**src/rtl/m16_pkg.sv**
```systemverilog
// Shared types and defaults for the M8 frame sequencer.
package m16_pkg;

  // Sequencer FSM states.
  typedef enum logic [2:0] {
    StIdle,
    StFetch,
    StCapture,
    StPresent,
    StWaitSlot
  } seq_state_e;

  localparam int unsigned PTR_W_DEF    = 10;
  localparam int unsigned GRP_W_DEF    = 5;
  localparam int unsigned DW_DEF       = 12;
  localparam int unsigned WORD_DIV_MIN = 4;

endpackage

```
**src/rtl/m8_slot_timer.sv**
```systemverilog
// Modulo-WORD_DIV slot timer; slot_tick marks the last cycle of each word slot.
module m8_slot_timer #(
  parameter int unsigned WORD_DIV = 8
) (
  input  logic clk,
  input  logic reset,
  input  logic run,
  input  logic clear,
  output logic slot_tick
);

  localparam logic [15:0] LastCount = 16'(WORD_DIV - 1);

  logic [15:0] timer_q, timer_d;

  assign slot_tick = run && (timer_q == LastCount);

  // Next count: clear wins, otherwise count and wrap while running.
  always_comb begin
    timer_d = timer_q;
    if (clear) begin
      timer_d = '0;
    end else if (run) begin
      timer_d = slot_tick ? 16'd0 : timer_q + 16'd1;
    end
  end

  // Timer register.
  always_ff @(posedge clk or negedge reset) begin
    if (!reset) begin
      timer_q <= '0;
    end else begin
      timer_q <= timer_d;
    end
  end

endmodule

```
**src/rtl/m8_frame_sequencer.sv**
```systemverilog
// M8 frame sequencer: drives the word filler's fetch strobe and pointers, captures
// the returned word and offers it on a valid/ready stream.
module m8_frame_sequencer
  import m16_pkg::*;
#(
  parameter int unsigned WORD_DIV = 8,
  parameter int unsigned PTR_W    = PTR_W_DEF,
  parameter int unsigned GRP_W    = GRP_W_DEF,
  parameter int unsigned DW       = DW_DEF
) (
  input  logic             clk,
  input  logic             reset,
  input  logic             enable,
  output logic             get_word,
  output logic [PTR_W-1:0] rd_pointer,
  output logic [GRP_W-1:0] num_grp,
  input  logic [DW-1:0]    fill_data,
  output logic [DW-1:0]    out_word,
  output logic             out_valid,
  input  logic             out_ready,
  output logic             grp_sync,
  output logic             frame_sync,
  output logic             overrun,
  output logic [15:0]      frame_cnt
);

  seq_state_e       state_q, state_d;
  logic [PTR_W-1:0] ptr_q, ptr_d;
  logic [GRP_W-1:0] grp_q, grp_d;
  logic [DW-1:0]    word_q, word_d;
  logic             ovr_q, ovr_d;
  logic [15:0]      fcnt_q, fcnt_d;
  logic             slot_tick;

  // Timer runs outside IDLE and is held at zero whenever IDLE is next, so every
  // start lines FETCH up with count 0.
  m8_slot_timer #(
    .WORD_DIV(WORD_DIV)
  ) u_slot_timer (
    .clk      (clk),
    .reset    (reset),
    .run      (state_q != StIdle),
    .clear    (state_d == StIdle),
    .slot_tick(slot_tick)
  );

  // Next-state, counter updates and Moore outputs.
  always_comb begin
    state_d    = state_q;
    ptr_d      = ptr_q;
    grp_d      = grp_q;
    word_d     = word_q;
    ovr_d      = ovr_q;
    fcnt_d     = fcnt_q;
    get_word   = 1'b0;
    grp_sync   = 1'b0;
    frame_sync = 1'b0;
    out_valid  = 1'b0;
    unique case (state_q)
      StIdle: begin
        if (enable) begin
          // Every start begins a fresh frame.
          ptr_d   = '0;
          grp_d   = '0;
          state_d = StFetch;
        end
      end
      StFetch: begin
        get_word   = 1'b1;
        grp_sync   = (ptr_q == '0);
        frame_sync = (ptr_q == '0) && (grp_q == '0);
        state_d    = StCapture;
      end
      StCapture: begin
        word_d = fill_data;
        ptr_d  = ptr_q + 1'b1;
        if (ptr_q == '1) begin
          grp_d = grp_q + 1'b1;
          if (grp_q == '1) begin
            fcnt_d = fcnt_q + 16'd1;
          end
        end
        state_d = StPresent;
      end
      StPresent: begin
        out_valid = 1'b1;
        if (out_ready) begin
          if (!enable)        state_d = StIdle;
          else if (slot_tick) state_d = StFetch;
          else                state_d = StWaitSlot;
        end else if (slot_tick) begin
          // Slot expired with the word still pending: drop it.
          ovr_d   = 1'b1;
          state_d = enable ? StFetch : StIdle;
        end
      end
      StWaitSlot: begin
        if (!enable)        state_d = StIdle;
        else if (slot_tick) state_d = StFetch;
      end
      default: state_d = StIdle;
    endcase
  end

  // State and datapath registers.
  always_ff @(posedge clk or negedge reset) begin
    if (!reset) begin
      state_q <= StIdle;
      ptr_q   <= '0;
      grp_q   <= '0;
      word_q  <= '0;
      ovr_q   <= 1'b0;
      fcnt_q  <= '0;
    end else begin
      state_q <= state_d;
      ptr_q   <= ptr_d;
      grp_q   <= grp_d;
      word_q  <= word_d;
      ovr_q   <= ovr_d;
      fcnt_q  <= fcnt_d;
    end
  end

  assign rd_pointer = ptr_q;
  assign num_grp    = grp_q;
  assign out_word   = word_q;
  assign overrun    = ovr_q;
  assign frame_cnt  = fcnt_q;

endmodule

```
**config.mk**
```make
export PLATFORM = sky130hd
export DESIGN_NAME = m8_frame_sequencer
export DESIGN_NICKNAME = d
export VERILOG_FILES = /design/src/rtl/m16_pkg.sv /design/src/rtl/m8_slot_timer.sv /design/src/rtl/m8_frame_sequencer.sv
export SDC_FILE = /design/constraint.sdc
export NUM_CORES = 1
export LEC_CHECK = 0
export ABC_AREA = 1
export BUFFER_PORTS_ARGS = -buffer_cell sky130_fd_sc_hd__buf_2
export CORE_MARGIN = 2
export CORE_UTILIZATION = 61
export CTS_BUF_LIST = sky130_fd_sc_hd__clkbuf_16
export CTS_CLUSTER_SIZE = 20
export DETAILED_ROUTE_END_ITERATION = 8
export PLACE_DENSITY = 0.89
export SYNTH_ARGS = -nofsm -noshare
export SYNTH_HDL_FRONTEND = slang
export SYNTH_SLANG_ARGS = --single-unit
```
**constraint.sdc**
```tcl
create_clock -name clk -period 3.6 [get_ports clk]
set_input_delay 0.72 -clock clk [delete_from_list [all_inputs] [get_ports clk]]
set_output_delay 0.72 -clock clk [all_outputs]
set_load 0.02 [all_outputs]
```
# Yosys cells after proc, flatten, opt, wreduce, memory -nomap -nowiden
# Index checks and enable logic that the tools add are counted.
# totals
ff_bits,63
inputBits,16
out_inout_bits,48
word_cells,55
# op_classes
add_sub_neg,4
n_eq_ne,9
n_mux,21
bitwise,1
reduce_logical,13
# ops
op,count
$mux W16,3
$add A16 B1 Y16 const B,2
$mux W3,7
$pmux W10 S2,1
$eq A16 B3 Y1 const B,1
$pmux W3 S5,1
$add A10 B1 Y10 const B,1
$eq A10 B10 Y1 const B,1
$logic_not A10 Y1,1
$mux W10,1
$mux W5,2
$pmux W5 S2,1
$reduce_and A3 Y1,3
$eq A3 B2 Y1 const B,2
$logic_not A3 Y1,2
$add A5 B1 Y5 const B,1
$eq A5 B5 Y1 const B,1
$logic_not A5 Y1,1
$mux W1,5
$ne A2 B2 Y1 const B,2
$reduce_bool A2 Y1,2
$eq A3 B1 Y1 const B,1
$eq A3 B3 Y1 const B,1
$reduce_bool A3 Y1,1
3 further kinds,4

# Logic depth before layout (Yosys ltp)
# depth
depth_word,8
depth_mapped,13
depth_no_buf,12

# By module
# From an unflattened synthesis, not the netlist that was laid out.
# unflattened
hier_cells,505
area_unflattened_um2,3661.0
# by_module_without_submodules
mod,instances,cells_each,area_per_inst_um2,seq_area_each_um2
m8_frame_sequencer,1,353,2627.5,1176.1
m8_slot_timer,1,152,1033.5,400.4

# Worst setup path after synthesis
# Ideal clock, no wire load.
# synth_path
kind,register -> output
from,register state_q[1]
to,output frame_sync
arrival_ns,2.152
required_ns,2.880
setup_slack_ns,0.728
path_stages_with_launch,7
path_buffers,0
cell_sequence,dfrtp_1 inv_1 nand3_1 inv_1 nand4_1 nor4_1 nor3b_1
# synth_via
elab_chain_cells,2
# synth_rtl
element,line_no,source
from (decl),m8_frame_sequencer.sv:27,"seq_state_e state_q, state_d;"
from (signal assigned),m8_frame_sequencer.sv:108,state_q <= StIdle;
from (signal assigned),m8_frame_sequencer.sv:115,state_q <= state_d;
$eq A3 B1 Y1,m8_frame_sequencer.sv:59,unique case (state_q)
$mux W1,m8_frame_sequencer.sv:59,
to (decl),m8_frame_sequencer.sv:22,"output logic frame_sync,"
# Every way passes these cells.

# Final worst setup path
# layout_path
from,register state_q[2]
to,output frame_sync
# The elaborated chain is that of the path after synthesis.

==> results.toml <==
[worst_setup_path]
regToRegStartpoint = "state_q[2]"
path_buf_inv = 3
end_kind = "output port"
r2r-end = "frame_cnt[3]"
r2r_cells = 8
startpoint = "state_q[2]"
cp_top_family = "simple AND/OR/NAND/NOR gates"
worstSetupPathType = "flop to output port"
cp.arrival_ps = 1840
start_kind = "flop"
path_cells = "inv_2, nand3_1, inv_1, nand4_1, nor4_1, nor3b_1, buf_2"
cp.required_ps = 2880
r2r_setup_slack_ps = 1370
cpMaxStageDelayCell = "dfrtp_1"
worst-path-max-fanout = 4
cpPeakStageDelay_ps = 430

[power]
intPower_w = 0.00178
p_seq_frac = 0.332
peakVddDrop_mv = 0.603
comb_power_share = 0.363
swShare = 0.403
p_leak_nw = 2.29
switchingPower_w = 0.00120
p_per_area_nw_per_um2 = 685
clock_power_share = 0.305

[cells_and_area]
diodes = 0
nFillCells = 433
finalNetCount = 561
syn_to_final_growth_pct = 18.8
fin_util = 0.744
drive_gt1_frac = 0.223
finalInstanceArea_um2 = 4360

[cts]
clock_latency_ps = 320
clock-sinks = 63
clock_path_buffers = 2
path_clk_slew_ps = 50
ctsRootBufferMaster = "clkbuf_16"
cts_tree = "built"
holdBufCountCts = 0
postCtsSetupRepairBufs = 0
h-tree-depth = 3
cts-buffers-inserted = 9
postCtsResizedCells = 0

[die]
pin_count = 64
die_area_um2 = 6640
start_util = 0.626
die_w_um = 81.5
die_height_um = 81.5
core_um2 = 5850
rows = 28

[grt]
track_usage = 0.277
antenna_found_initial = 0
grt_max_degree = 45
grt_pass1_vias = 3034
grt_pass1_wl_um = 14000
gr-total-overflow = 0

[timing]
skew_ps = 4.19
finalHoldViolations = 0
tns_ps = 0
slew_headroom = 0.350
finalSetupViolations = 0
setup_ws_ps = 1040
rsz0062_at_grt = "no"
holdWs_ps = 474
tightestPinTransition_ps = 975
fin_crit_ps = 2560
slew_viol_final = 0
period_share = 0.711
max_freq_ghz = 0.391

[synthesis]
synth_area_um2 = 3660
ys_warn_count = 0
seq_area_frac_synth = 0.430
synth_area_leaders = "dfrtp_1, nand2_1, xor2_1"
avgSynthCellArea_um2 = 7.80
syn_inst = 470
synth_edf_count = 0
synthFlopType = "dfrtp_1"
synthTopCellsByCount = "nand2_1, dfrtp_1, inv_1, nand3_1, nor2_1"
synth_seq_cells = 63
async_reset_ff_frac = 1.00
synth_nets = 493
yosysMostFrequentCell = "nand2_1"
synth_top_area_frac = 0.430
synth_largest_area_cell = "dfrtp_1"
synth_cell_types = 34

[placement]
dpl-instance-area_um2 = 4040
dp_hpwl_um = 6130
gp_congestion = 0.942
io_buffers = 63
place_ws_ps = 1400

[drt]
drtAntennaViolNets = 0
num_vias = 3339
drc = 0
firstDrtPassIters = 5
viasPerCell = 5.40
wl_per_cell_um = 14.3
dr.first_iter.drc_count = 286
wl_um = 8830

[outcome]
outcome = "completed"

[hold_path]
hold_depth = 2
min_to = "out_word[3]"
hold_class = "flop to flop"
hold_start = "out_word[3]"

[flow_run]
max-cap-violations = 0
## worst max-delay path by stage
stage	to	slack, ps	cells past startpoint
3_3_place_gp	frame_cnt[3]	1490	8
4_1_cts	frame_sync	1080	7
5_1_grt	frame_sync	900	7
6_report	frame_sync	1040	7
3_5_place_dp	frame_cnt[3]	1400	8
2_1_floorplan	frame_sync	730	6
## state kept, by name, summed over array words and instances, names as in the netlist
signal	cells
rd_pointer	10
num_grp	5
overrun	1
state_q	3
u_slot_timer.timer_q	16
out_word	12
frame_cnt	16
## cell type report
| type | instances | area, um2 | share of cell area |
|---|---|---|---|
| flip-flops and latches | 63 | 1580 | 0.362 |
| multi-input cells | 331 | 1780 | 0.409 |
| inverters | 67 | 254 | 0.0583 |
| clock buffers | 9 | 225 | 0.0517 |
| repair buffers | 66 | 338 | 0.0776 |
| well taps | 75 | 93.8 | 0.0215 |
| clock inverters | 7 | 88.8 | 0.0204 |
## metrics by stage
stage / std cells / power (W)
4_1_cts: 618 / 0.00299
6_report: 618 / 0.00298
5_1_grt: 618 / 0.00315
3_3_place_gp: 602 / 0.00203
2_1_floorplan: 470 / 0.00177
3_5_place_dp: 602 / 0.00207
## logic make-up (layout without fill, tap and decap cells)
family          Yosys count  in the layout  synth area share
buf+inv                  76            149            0.0843
fa+ha+maj                 7              7            0.0239
compound gates           32             32            0.0468
xor+xnor                 28             28            0.0669
flops                    63             63             0.430
simple gates            264            264             0.348
## per-layer routing
layer  up-vias  wire, um  GRT usage  part of all wire
met5         -         0          0                 0
met4         0       208      0.131             0.024
met3        22       525     0.0549             0.059
met2       125      4160      0.436              0.47
met1      1556      3930      0.368              0.45
li1       1636         -          -                 -
## power groups by stage
stage	registers (W)	logic [W]	clock network, W
3_5_place_dp	0.000994	0.00107	0
4_1_cts	0.000988	0.00108	0.000917
3_3_place_gp	0.000990	0.00104	0
6_report	0.000991	0.00108	0.000909
5_1_grt	0.00101	0.00119	0.000954
2_1_floorplan	0.00112	0.000654	0
## placed cells by master, fill, tap and decap left out, types with 4 or more instances in the layout
cell	netlist	layout
nand3_1	30	30
o21ai_1	14	14
xor2_1	24	24
ha_1	7	7
nor4_1	4	4
nand2_2	6	6
nor3_1	15	15
xnor2_1	4	4
nand2_1	143	143
o21ai_0	14	14
nor2_1	28	28
buf_2	5	63
clkbuf_16	0	9
inv_1	55	56
dfrtp_1	63	63
nand4_1	12	12
nand3_2	13	13
inv_2	10	10
## worst register-to-register path, delay by kind of cell, from the launching register on
| kind | cells | cell delay (ps) |
|---|---|---|
| flip-flops | 1 | 430 |
| AND/OR/NAND/NOR | 5 | 800 |
| buffers and inverters | 3 | 870 |
No activity file was read; power rests on OpenSTA's default activity.
